$ cat src/rtl/ddcpu_packet_loader.sv
// Packet loader: reads a six-word template at OPADDR+dest_addr, merges request fields, routes by opmode.
// Latency: 1 cycle accept->first address, 2 cycles per word, 1 cycle to output valid; all outputs registered.
// Backpressure: every channel stalls indefinitely without loss; PACKET_LOADER_ADDR_ALIGN_EN forces addr[1:0]=0.
module ddcpu_packet_loader #(
    parameter int PACKET_WIDTH         = 175,
    parameter int PACKET_REQUEST_WIDTH = 115
) (
    input  logic                            CLK,
    input  logic                            RST,
    input  logic [31:0]                     OPADDR,
    output logic                            MEM_SEND_ADDR_VALID,
    output logic [31:0]                     MEM_SEND_ADDR,
    output logic                            MEM_SEND_DATA_VALID,
    output logic [31:0]                     MEM_SEND_DATA,
    input  logic                            MEM_SEND_READY,
    input  logic                            MEM_RECEIVE_VALID,
    input  logic [31:0]                     MEM_RECEIVE_DATA,
    output logic                            MEM_RECEIVE_READY,
    input  logic                            RECEIVE_PR_VALID,
    input  logic [PACKET_REQUEST_WIDTH-1:0] RECEIVE_PR_DATA,
    output logic                            RECEIVE_PR_READY,
    output logic                            SEND_PC_TO_QU_VALID,
    output logic [PACKET_WIDTH-1:0]         SEND_PC_TO_QU_DATA,
    input  logic                            SEND_PC_TO_QU_READY,
    output logic                            SEND_PC_TO_FE_VALID,
    output logic [PACKET_WIDTH-1:0]         SEND_PC_TO_FE_DATA,
    input  logic                            SEND_PC_TO_FE_READY,
    output logic                            SEND_PC_TO_MA_VALID,
    output logic [PACKET_WIDTH-1:0]         SEND_PC_TO_MA_DATA,
    input  logic                            SEND_PC_TO_MA_READY
);

    localparam logic [1:0] OPCODE_EI = 2'd0;
    localparam logic [1:0] OPCODE_FN = 2'd1;
    localparam logic [1:0] OPCODE_MA = 2'd2;
    localparam logic [2:0] DEST_OPTION_EXEC  = 3'd0;
    localparam logic [2:0] DEST_OPTION_LEFT  = 3'd1;
    localparam logic [2:0] DEST_OPTION_RIGHT = 3'd2;

    typedef enum logic [1:0] {
        IDLE = 2'd0,
        ADDR = 2'd1,
        DATA = 2'd2,
        SEND = 2'd3
    } state_t;

    state_t                          state_q, state_d;
    logic [2:0]                      k_q, k_d;
    logic [PACKET_REQUEST_WIDTH-1:0] req_q, req_d;
    logic [PACKET_WIDTH-1:0]         pkt_q, pkt_d;
    logic [PACKET_WIDTH-1:0]         out_dat_q, out_dat_d;
    logic [2:0]                      out_vld_q, out_vld_d;   // {MA, FE, QU}
    logic                            addr_vld_q, addr_vld_d;
    logic [31:0]                     addr_q, addr_d;
    logic                            rcv_rdy_q, rcv_rdy_d;
    logic                            pr_rdy_q, pr_rdy_d;
    logic [PACKET_WIDTH-1:0]         merged;

    function automatic logic [31:0] word_addr(input logic [31:0] base,
                                              input logic [15:0] dst,
                                              input logic [2:0]  k);
        logic [31:0] a;
        a = base + {16'b0, dst} + {27'b0, k, 2'b00};
`ifdef PACKET_LOADER_ADDR_ALIGN_EN
        a[1:0] = 2'b00;
`else
`endif
        return a;
    endfunction

    function automatic logic [PACKET_WIDTH-1:0] merge_req(input logic [PACKET_WIDTH-1:0]         tmpl,
                                                          input logic [PACKET_REQUEST_WIDTH-1:0] req);
        logic [PACKET_WIDTH-1:0] m;
        m = tmpl;
        m[95:64] = req[95:64];
        case (req[114:112])
            DEST_OPTION_EXEC: begin
                m[63:32] = req[63:32];
                m[31:0]  = req[31:0];
            end
            DEST_OPTION_LEFT:  m[63:32] = req[63:32];
            DEST_OPTION_RIGHT: m[31:0]  = req[31:0];
            default: ;
        endcase
        return m;
    endfunction

    always_comb begin
        state_d    = state_q;
        k_d        = k_q;
        req_d      = req_q;
        pkt_d      = pkt_q;
        out_dat_d  = out_dat_q;
        out_vld_d  = out_vld_q;
        addr_vld_d = addr_vld_q;
        addr_d     = addr_q;
        rcv_rdy_d  = rcv_rdy_q;
        pr_rdy_d   = pr_rdy_q;
        merged     = '0;

        case (state_q)
            IDLE: begin
                pr_rdy_d = 1'b1;
                if (RECEIVE_PR_VALID && pr_rdy_q) begin
                    req_d      = RECEIVE_PR_DATA;
                    k_d        = 3'd0;
                    pr_rdy_d   = 1'b0;
                    addr_vld_d = 1'b1;
                    addr_d     = word_addr(OPADDR, RECEIVE_PR_DATA[111:96], 3'd0);
                    state_d    = ADDR;
                end
            end
            ADDR: begin
                if (MEM_SEND_READY) begin
                    addr_vld_d = 1'b0;
                    rcv_rdy_d  = 1'b1;
                    state_d    = DATA;
                end
            end
            DATA: begin
                if (MEM_RECEIVE_VALID) begin
                    rcv_rdy_d = 1'b0;
                    case (k_q)
                        3'd0:    pkt_d[174:143] = MEM_RECEIVE_DATA;
                        3'd1:    pkt_d[142:111] = MEM_RECEIVE_DATA;
                        3'd2:    pkt_d[110:79]  = MEM_RECEIVE_DATA;
                        3'd3:    pkt_d[78:47]   = MEM_RECEIVE_DATA;
                        3'd4:    pkt_d[46:15]   = MEM_RECEIVE_DATA;
                        default: pkt_d[14:0]    = MEM_RECEIVE_DATA[14:0];
                    endcase
                    if (k_q < 3'd5) begin
                        k_d        = k_q + 3'd1;
                        addr_vld_d = 1'b1;
                        addr_d     = word_addr(OPADDR, req_q[111:96], k_q + 3'd1);
                        state_d    = ADDR;
                    end else begin
                        merged    = merge_req(pkt_d, req_q);
                        out_dat_d = merged;
                        state_d   = SEND;
                        case (merged[174:173])
                            OPCODE_EI: out_vld_d = 3'b001;
                            OPCODE_FN: out_vld_d = 3'b010;
                            OPCODE_MA: out_vld_d = 3'b100;
                            default: begin
                                // opmode 3 has no consumer: drop the packet
                                out_vld_d = 3'b000;
                                pr_rdy_d  = 1'b1;
                                state_d   = IDLE;
                            end
                        endcase
                    end
                end
            end
            SEND: begin
                if (|(out_vld_q & {SEND_PC_TO_MA_READY, SEND_PC_TO_FE_READY, SEND_PC_TO_QU_READY})) begin
                    out_vld_d = 3'b000;
                    pr_rdy_d  = 1'b1;
                    state_d   = IDLE;
                end
            end
            default: state_d = IDLE;
        endcase
    end

    always_ff @(posedge CLK) begin
        if (RST) begin
            state_q    <= IDLE;
            k_q        <= 3'd0;
            req_q      <= '0;
            pkt_q      <= '0;
            out_dat_q  <= '0;
            out_vld_q  <= 3'b000;
            addr_vld_q <= 1'b0;
            addr_q     <= 32'd0;
            rcv_rdy_q  <= 1'b0;
            pr_rdy_q   <= 1'b0;
        end else begin
            state_q    <= state_d;
            k_q        <= k_d;
            req_q      <= req_d;
            pkt_q      <= pkt_d;
            out_dat_q  <= out_dat_d;
            out_vld_q  <= out_vld_d;
            addr_vld_q <= addr_vld_d;
            addr_q     <= addr_d;
            rcv_rdy_q  <= rcv_rdy_d;
            pr_rdy_q   <= pr_rdy_d;
        end
    end

    assign MEM_SEND_ADDR_VALID = addr_vld_q;
    assign MEM_SEND_ADDR       = addr_q;
    assign MEM_SEND_DATA_VALID = 1'b0;
    assign MEM_SEND_DATA       = 32'd0;
    assign MEM_RECEIVE_READY   = rcv_rdy_q;
    assign RECEIVE_PR_READY    = pr_rdy_q;
    assign SEND_PC_TO_QU_VALID = out_vld_q[0];
    assign SEND_PC_TO_FE_VALID = out_vld_q[1];
    assign SEND_PC_TO_MA_VALID = out_vld_q[2];
    assign SEND_PC_TO_QU_DATA  = out_dat_q;
    assign SEND_PC_TO_FE_DATA  = out_dat_q;
    assign SEND_PC_TO_MA_DATA  = out_dat_q;

endmodule

$ cat config.mk
export PLATFORM = sky130hd
export DESIGN_NAME = ddcpu_packet_loader
export DESIGN_NICKNAME = d
export VERILOG_FILES = /design/src/rtl/ddcpu_packet_loader.sv
export SDC_FILE = /design/constraint.sdc
export NUM_CORES = 1
export LEC_CHECK = 0
export ABC_AREA = 1
export BUFFER_PORTS_ARGS = -buffer_cell sky130_fd_sc_hd__buf_2
export CAP_MARGIN = 40
export CORE_AREA = 2 2 304 306
export DETAILED_ROUTE_END_ITERATION = 10
export DIE_AREA = 0 0 306 308
export GPL_TIMING_DRIVEN = 0
export PLACE_DENSITY = 0.49
export SKIP_LAST_GASP = 1
export SYNTH_ARGS = -nofsm -noshare
export SYNTH_HDL_FRONTEND = slang
export SYNTH_SLANG_ARGS = --single-unit
$ cat constraint.sdc
create_clock -name CLK -period 8 [get_ports CLK]
set_clock_uncertainty 0.1 [all_clocks]
set_input_delay 0.4 -clock CLK [delete_from_list [all_inputs] [get_ports CLK]]
set_output_delay 0.4 -clock CLK [all_outputs]
set_load 0.05 [all_outputs]
==> flow_summary.ini, run 1 <==
[status]
status = finished clean

[die]
rows = 111
die_y_um = 308
dieArea_mm2 = 0.0942
num_io_pins = 783
die_width_um = 306
core_mm2 = 0.0910
start_util_pct = 28.1

[clock_network]
clkTransAtPathRegs_ns = 0.06
numCtsBuffers = 56
cts_tree = done
clk_latency_ns = 0.65
clockBufferDepth = 3
h-tree-depth = 2
post_cts_buffers = 0
cts_root_buf = clkbuf_16
clock-sinks = 476

[grt]
antenna_found_initial = 18
grt_pass1_wl_mm = 164
grt-ovfl-total = 0
gr-usage-all-layers_pct = 23.3
grt_pass1_vias = 24900
grt_max_degree = 18

[sta]
maxSlewHeadroom_pct = 31.1
rsz0062_at_grt = false
tns_ns = 0
tightest_slew_ns = 1.02
max_clock_freq_ghz = 0.303
hold_viol = 0
post-route-period-util_pct = 41.2
slew_violations = 0
setup-violations-final = 0
finalCriticalPeriod_ns = 3.30

[hold_path]
holdPathStages = 5
hp-start = OPADDR[27]
hold_path_class = in -> reg
whs_endpoint = MEM_SEND_ADDR[27]

[routing]
drt_iter0_drc = 1710
final_antenna_net_count = 0
drt_pass1_iterations = 6
drc = 0
detail_route.wl_per_cell_um = 19.2
detail_route.vias_per_cell = 4.54
via_count = 27200
drt_wl_total_mm = 115

[place]
numPortBuffers = 749
gp_congestion = 0.923
place_hpwl_mm = 91.9
dp.cells = 5755

[synthesis]
yosysTopAreaCellShare_pct = 37.3
synth_most_common_cell = nand2_1
synthFlopType = dfxtp_1
synth_adder_area_share_pct = 3.04
synth_edf_count = 0
synth_cell_types = 34
synth.area.mux_share_pct = 0
netlist_instances = 3780
ys_ff_latch = 476
synth_area_leaders = dfxtp_1, nand2_1, buf_4
synth-warning-count = 0
async_reset_ff_share_pct = 0
synth_area_per_cell_um2 = 6.75
synth-compound-area-share_pct = 16.4
synth_top_family_by_area = simple AND/OR/NAND/NOR gates
synth_xor_area_share_pct = 0.446
yosys-top-cells-count = nand2_1, dfxtp_1, nor2_1
synth_top_area_cell = dfxtp_1
synth_simple_gate_area_share_pct = 23.1
ys_seq_area_share_pct = 37.3
synth_area_mm2 = 0.0255

[finish]
final_nets = 4984
final_cells = 5979
drive_gt1_share_pct = 27.0
syn_to_final_growth_pct = 33.3

[pwr]
p_per_area_mw_per_mm2 = 222
max-vdd-ir-drop_mv = 0.183
leakagePower_nw = 17.9
power_mw = 7.54

[critical_path]
ff2ff_path_depth = 16
r2r-start = k_q[0]
cp_max_fo = 5
cp.arrival_ns = 3.79
regToRegEndpoint = MEM_SEND_ADDR[12]
r2r_setup_slack_ns = 4.70
critPathRequiredTime_ns = 8.49
crit_type = reg -> reg
crit_path_start_kind = flip-flop
end_kind = flip-flop

[run]
cap_violations = 0
## area by class of cell
type,instances,area (um2)
antenna,9,22.5
clock inverter,26,314
fill,9915,57000
tap,1186,1480
buffer,593,3720
clock buffer,78,1580
inverter,346,1300
timing repair buffer,868,4970
multi-input combinational,2397,11100
sequential,476,9530
## metrics by stage
step	area (um2)	utilization (%)	setup WS (ns)	hold slack, ns
after floorplan	25600	-	5.24	0.330
after global placement	30900	33.9	4.49	0.338
after detailed placement	31000	34.1	4.74	0.341
after CTS	34000	37.4	4.71	0.00361
after global routing	34000	37.4	4.54	0.0315
final	34000	37.4	4.70	0.0198
## layout by cell type, fill, tap and decap left out, types with 9 or more instances in the layout
master	n
nand2_1	804
buf_2	796
dfxtp_1	476
nor2_1	435
o21ai_0	420
buf_4	383
a21oi_1	359
inv_1	340
nand3_1	183
clkbuf_1	155
dlygate4sd3_1	111
clkbuf_16	56
ha_1	54
conb_1	33
buf_1	20
o21a_1	19
nand4_1	14
nor3_1	13
clkinv_2	13
nand3b_1	12
xor2_1	11
clkbuf_8	10
diode_2	9
## per-layer routing
layer | GRT usage (%) | part of all wire (%)
met5 | 0 | 0.083
met1 | 29.4 | 43
met2 | 41.4 | 49
met4 | 5.22 | 2.1
met3 | 3.71 | 6.1
## kinds of logic after synthesis
group,count (synthesis)
AND/OR/NAND/NOR,1474
buffers and inverters,939
AO/OA/AOI/OAI,818
flip-flops,476
adder cells (fa/ha/maj),59
XOR/XNOR,13
other,1
## worst max path at each step
| stage | startpoint | slack (ns) | endpoint | cells past startpoint |
|---|---|---|---|---|
| 3_3_place_gp | state_q[0] | 4.49 | req_q[63] | 7 |
| 5_1_grt | k_q[0] | 4.54 | MEM_SEND_ADDR[12] | 15 |
| 6_report | k_q[0] | 4.70 | MEM_SEND_ADDR[12] | 16 |
| 4_1_cts | k_q[0] | 4.71 | MEM_SEND_ADDR[24] | 16 |
| 2_1_floorplan | k_q[0] | 5.24 | MEM_SEND_ADDR[28] | 14 |
| 3_5_place_dp | k_q[0] | 4.74 | MEM_SEND_ADDR[24] | 16 |
## repair_timing
action	CTS	global route
gates resized for setup	0	0
hold buffers	111	0
endpoints found under the hold margin	111	0
## sequential cells by signal, summed over array words and instances (netlist names)
name and flops:
MEM_SEND_ADDR_VALID 1, req_q 115, pkt_q 143, state_q 2
out_vld_q 3, MEM_RECEIVE_READY 1, SEND_PC_TO_FE_DATA 175, MEM_SEND_ADDR 32
k_q 3, RECEIVE_PR_READY 1
## worst max-delay path, cell delays in order, from the launching register on
cell and delay, ns:
dfxtp_1 0.35, ha_1 0.21, ha_1 0.27, inv_1 0.12, fa_1 0.44, ha_1 0.39
nand2_1 0.12, nor2_1 0.19, nand3_1 0.11, nand2_1 0.15, nand2_1 0.07, nand2_1 0.08
xor2_1 0.31, nand2_1 0.11, nand3_1 0.11, nand2_1 0.05, inv_1 0.05
## power breakdown
part	leakage, nW	total [mW]	switching, mW	internal [mW]
logic	13.1	2.13	1.54	0.594
clock network	0.929	2.65	1.13	1.52
registers	3.85	2.75	0.136	2.62
No activity file was read; power rests on OpenSTA's default activity.
==> inputs of run 2 (changes only) <==
clock period = 3.3 ns   (was 8 ns; I/O delays follow)
==> flow_summary.ini, run 2 (same netlist as run 1, synthesis figures left out) <==
[status]
status = finished clean

[grt]
grt-ovfl-total = 0
grt-busiest-layer = met2
use_met1_pct = 29.5
grt_pass1_wl_mm = 164
grt_pass1_vias = 25000
antenna_found_initial = 15
gr-usage-all-layers_pct = 23.3
grt_max_degree = 18
grtUsageMet3_pct = 3.51
met2_usage_pct = 41.5

[place]
dp.cells = 5755
gp_congestion = 0.923
place_hpwl_mm = 91.9
numPortBuffers = 749

[finish]
layout_common_cells = nand2_1, buf_2, dfxtp_1
syn_to_final_growth_pct = 34.3
final_common_cell = nand2_1
final_nets = 5007
final_cells = 6002
largest_reg_flops = 175
drive_gt1_share_pct = 27.0

[die]
rows = 111
die_width_um = 306
die_y_um = 308
start_util_pct = 28.1
dieArea_mm2 = 0.0942
num_io_pins = 783
core_mm2 = 0.0910

[routing]
final_antenna_net_count = 0
drc = 0
drt_wl_total_mm = 115
drt_pass1_iterations = 7
via_count = 27300
detail_route.vias_per_cell = 4.54
detail_route.wl_per_cell_um = 19.2
drt_iter0_drc = 1616

[sta]
max_clock_freq_ghz = 0.315
rsz0062_at_grt = false
slew_violations = 0
maxSlewHeadroom_pct = 32.0
hold_viol = 0
finalCriticalPeriod_ns = 3.17
hold_slack_ns = 0.0605
setup-violations-final = 0
tightest_slew_ns = 1.01
post-route-period-util_pct = 96.2

[pwr]
p_int_mw = 11.5
p_per_area_mw_per_mm2 = 534
leakagePower_nw = 18.0
p_sw_share_pct = 37.1
netSwitchingPower_mw = 6.79
max-vdd-ir-drop_mv = 0.439
clockPowerShare_pct = 35.1
seq_power_share_pct = 36.5
p_comb_share_pct = 28.4

[clock_network]
clk_latency_ns = 0.65
cts_root_buf = clkbuf_16
clkTransAtPathRegs_ns = 0.06
post_cts_buffers = 0
numCtsBuffers = 56
cts_tree = done
clockBufferDepth = 3
h-tree-depth = 2
clock-sinks = 476

[critical_path]
critPathRequiredTime_ns = 3.79
cp.arrival_ns = 3.66
crit_type = reg -> reg
crit_path_start_kind = flip-flop
crit_start = k_q[0]
r2r-start = k_q[0]
cp_max_fo = 5
end_kind = flip-flop

[hold_path]
hp-start = MEM_RECEIVE_VALID
hold_path_class = in -> reg

[run]
cap_violations = 0
[run 2: cell count changes in the layout (fill, tap and decap cells not counted), sizes merged]
cell,previous run,this run
clkbuf,221,220
dlygate4sd3,111,135
[run 2: power by group through the flow]
stage | clock network, mW | registers (mW) | logic [mW]
3_3_place_gp | 0 | 6.78 | 4.98
6_report | 6.42 | 6.68 | 5.20
2_1_floorplan | 0 | 7.20 | 2.83
5_1_grt | 6.79 | 6.74 | 5.73
3_5_place_dp | 0 | 6.79 | 5.03
4_1_cts | 6.56 | 6.67 | 5.19
[run 2: worst paths after layout]
path / slack (ns) / to / depth (start not counted)
hold reg to reg: 0.35 / req_q[63] / 2
setup reg to reg: 0.13 / MEM_SEND_ADDR[16] / 16
hold / removal: 0.06 / RECEIVE_PR_READY / 5
setup / recovery: 0.13 / MEM_SEND_ADDR[16] / 16
[run 2: per-stage QoR]
stage | util, % | power, mW | TNS, ns | setup slack, ns | instance area, um2
2_1_floorplan | - | 10.0 | 0 | 0.536 | 25600
3_3_place_gp | 33.9 | 11.8 | -10.22 | -0.207 | 30900
3_5_place_dp | 34.1 | 11.8 | 0 | 0.0412 | 31000
4_1_cts | 37.6 | 18.4 | 0 | 0.00788 | 34200
5_1_grt | 37.7 | 19.3 | 0 | 0.00838 | 34300
6_report | 37.7 | 18.3 | 0 | 0.127 | 34300
[run 2: area by class of cell]
class | count | area (um2)
fill | 9893 | 56700
clock buffer | 78 | 1580
clock inverter | 26 | 314
timing repair buffer | 892 | 5210
multi-input combinational | 2397 | 11100
sequential | 476 | 9530
tap | 1186 | 1480
inverter | 346 | 1300
antenna | 9 | 22.5
buffer | 592 | 3720
[run 2: worst max-delay path, stage by stage (launching register included)]
cell	delay, ns
dfxtp_2	0.35
ha_1	0.20
ha_1	0.27
inv_1	0.12
fa_1	0.44
ha_2	0.39
nand2_1	0.11
nor2_2	0.17
nand3_1	0.10
nand2_1	0.14
nand2_1	0.13
nand2_1	0.10
xor2_1	0.18
nand2_1	0.08
nand3_1	0.12
nand2_1	0.06
inv_1	0.04
[run 2: metal layers]
metal,up-vias,share of wire [%]
met5,-,0.063
met4,10,2.2
met3,139,5.9
met2,961,49
met1,12500,43
li1,13600,-
[run 2: what timing repair did]
item                                    in CTS  in global routing
endpoints found under the setup margin       0                 17
hold buffers                               135                  0
endpoints found under the hold margin      136                  0
resized for setup                            0                  6
==> inputs of run 3 (changes only) <==
clock period = 3 ns   (was 3.3 ns; I/O delays follow)
==> flow_summary.ini, run 3 (same netlist as run 1, synthesis figures left out) <==
[status]
status = finished clean

[die]
die_width_um = 306
die_y_um = 308
num_io_pins = 783
start_util_pct = 28.1
rows = 111
core_mm2 = 0.0910
dieArea_mm2 = 0.0942

[critical_path]
crit_type = reg -> reg
cp_slowest_cell = fa_1
critPathRequiredTime_ns = 3.45
path_cells = ha_4, ha_4, inv_2, fa_1, ha_4, nand2_4, nor2_4, nand2_1, nand3b_1, nand4_1, nand2_1, nand2_1, nand3_2, nand2_1, inv_1
crit_family = adder cells
cp.arrival_ns = 3.37
cp_common_cell = nand2_1
cp_max_fo = 5
end_kind = flip-flop
crit_path_start_kind = flip-flop
path_buf_inv = 2
critPathMaxStageDelay_ns = 0.49

[finish]
seqCellArea_mm2 = 0.00953
final_nets = 5011
largest_reg_flops = 175
drive_gt1_share_pct = 27.9
nFillCells = 9871
syn_to_final_growth_pct = 35.2
layout_common_cells = buf_2, nand2_1, dfxtp_1
final_common_cell = buf_2
multi_input_area_mm2 = 0.0113
utilization_pct = 37.9

[clock_network]
numCtsBuffers = 56
cts_tree = done
clock-sinks = 476
h-tree-depth = 2
clockBufferDepth = 3
clk_latency_ns = 0.65
clkTransAtPathRegs_ns = 0.06
cts_root_buf = clkbuf_16

[sta]
max_clock_freq_ghz = 0.342
finalCriticalPeriod_ns = 2.92
maxSlewHeadroom_pct = 31.3
slew_violations = 0
setup-violations-final = 0
tns_ns = 0
tightest_slew_ns = 1.02
post-route-period-util_pct = 97.4
hold_viol = 0

[grt]
met2_usage_pct = 41.5
gr-usage-all-layers_pct = 23.3
grt_max_degree = 18
grt_pass1_wl_mm = 165
use_met1_pct = 29.5
antenna_found_initial = 15
grtUsageMet3_pct = 3.53
grt-busiest-layer = met2
grt_pass1_vias = 25000
grt-ovfl-total = 0

[routing]
drt_iter0_drc = 1607
drt_pass1_iterations = 6
final_antenna_net_count = 0
detail_route.wl_per_cell_um = 19.3
detail_route.vias_per_cell = 4.56
via_count = 27400
drt_wl_total_mm = 116
drc = 0

[hold_path]
hold_path_class = in -> reg

[pwr]
p_per_area_mw_per_mm2 = 587
leakagePower_nw = 18.0
max-vdd-ir-drop_mv = 0.483

[place]
gp_congestion = 0.923
place_hpwl_mm = 91.9
numPortBuffers = 749

[run]
cap_violations = 0
[run 3: cell types whose count changed in the layout (fill, tap and decap cells not counted), moves of 3 or more]
cell / delta
ha_1: -5
inv_1: -3
ha_4: +6
buf_4: +4
nand3_2: +12
nand2_1: -14
nand2_2: +12
nand3_1: -12
[run 3: area by class of cell]
type                       count  area share [%]
buffer                       592            10.8
multi-input combinational   2397            32.8
tap                         1186            4.30
sequential                   476            27.6
antenna                        7          0.0508
inverter                     346            3.77
clock inverter                26           0.910
timing repair buffer         896            15.2
clock buffer                  78            4.59
[run 3: repair_timing]
action,4_1_cts,5_1_grt
pin swaps,5,19
resized for setup,14,40
hold endpoints to repair,137,0
hold buffers,135,0
buffers inserted,0,4
cloned,0,0
endpoints found under the setup margin,25,25
[run 3: final timing paths]
check                       from                   to  slack (ns)  cells after the start
min reg2reg  MEM_SEND_ADDR_VALID  MEM_SEND_ADDR_VALID        0.35                      2
max reg2reg               k_q[0]    MEM_SEND_ADDR[20]        0.08                     15
min             RECEIVE_PR_VALID               k_q[1]        0.04                      7
max                       k_q[0]    MEM_SEND_ADDR[20]        0.08                     15
[run 3: worst register-to-register path, stage by stage, from the launching register on]
cell and delay, ns:
dfxtp_4 0.37, ha_4 0.17, ha_4 0.25, inv_2 0.04, fa_1 0.49, ha_4 0.34, nand2_4 0.07, nor2_4 0.14
nand2_1 0.07, nand3b_1 0.26, nand4_1 0.21, nand2_1 0.07, nand2_1 0.08, nand3_2 0.08, nand2_1 0.07, inv_1 0.03
[run 3: stage by stage]
stage,hold WS [ns],instances,power (mW),cell area (um2),worst slack [ns]
CTS,0.00899,5994,20.3,34300,0.00456
global route,0.0474,6001,21.3,34500,-0.0185
finish,0.0400,6004,20.2,34500,0.0767
global placement,0.330,5747,12.9,30900,-0.507
floorplan,0.218,3812,11.0,25600,0.236
detailed placement,0.333,5755,13.0,31000,-0.259
[run 3: layer usage]
layer  up-vias  routed length (um)
met1     12600               49400
met5         -                  66
met4        10                2500
li1      13600                   -
met2      1006               56500
met3       135                7160
[run 3: report_power, final]
part	total, mW	switching (mW)	internal (mW)
combinational	5.84	4.16	1.67
sequential	7.35	0.365	6.98
clock	7.06	2.99	4.06
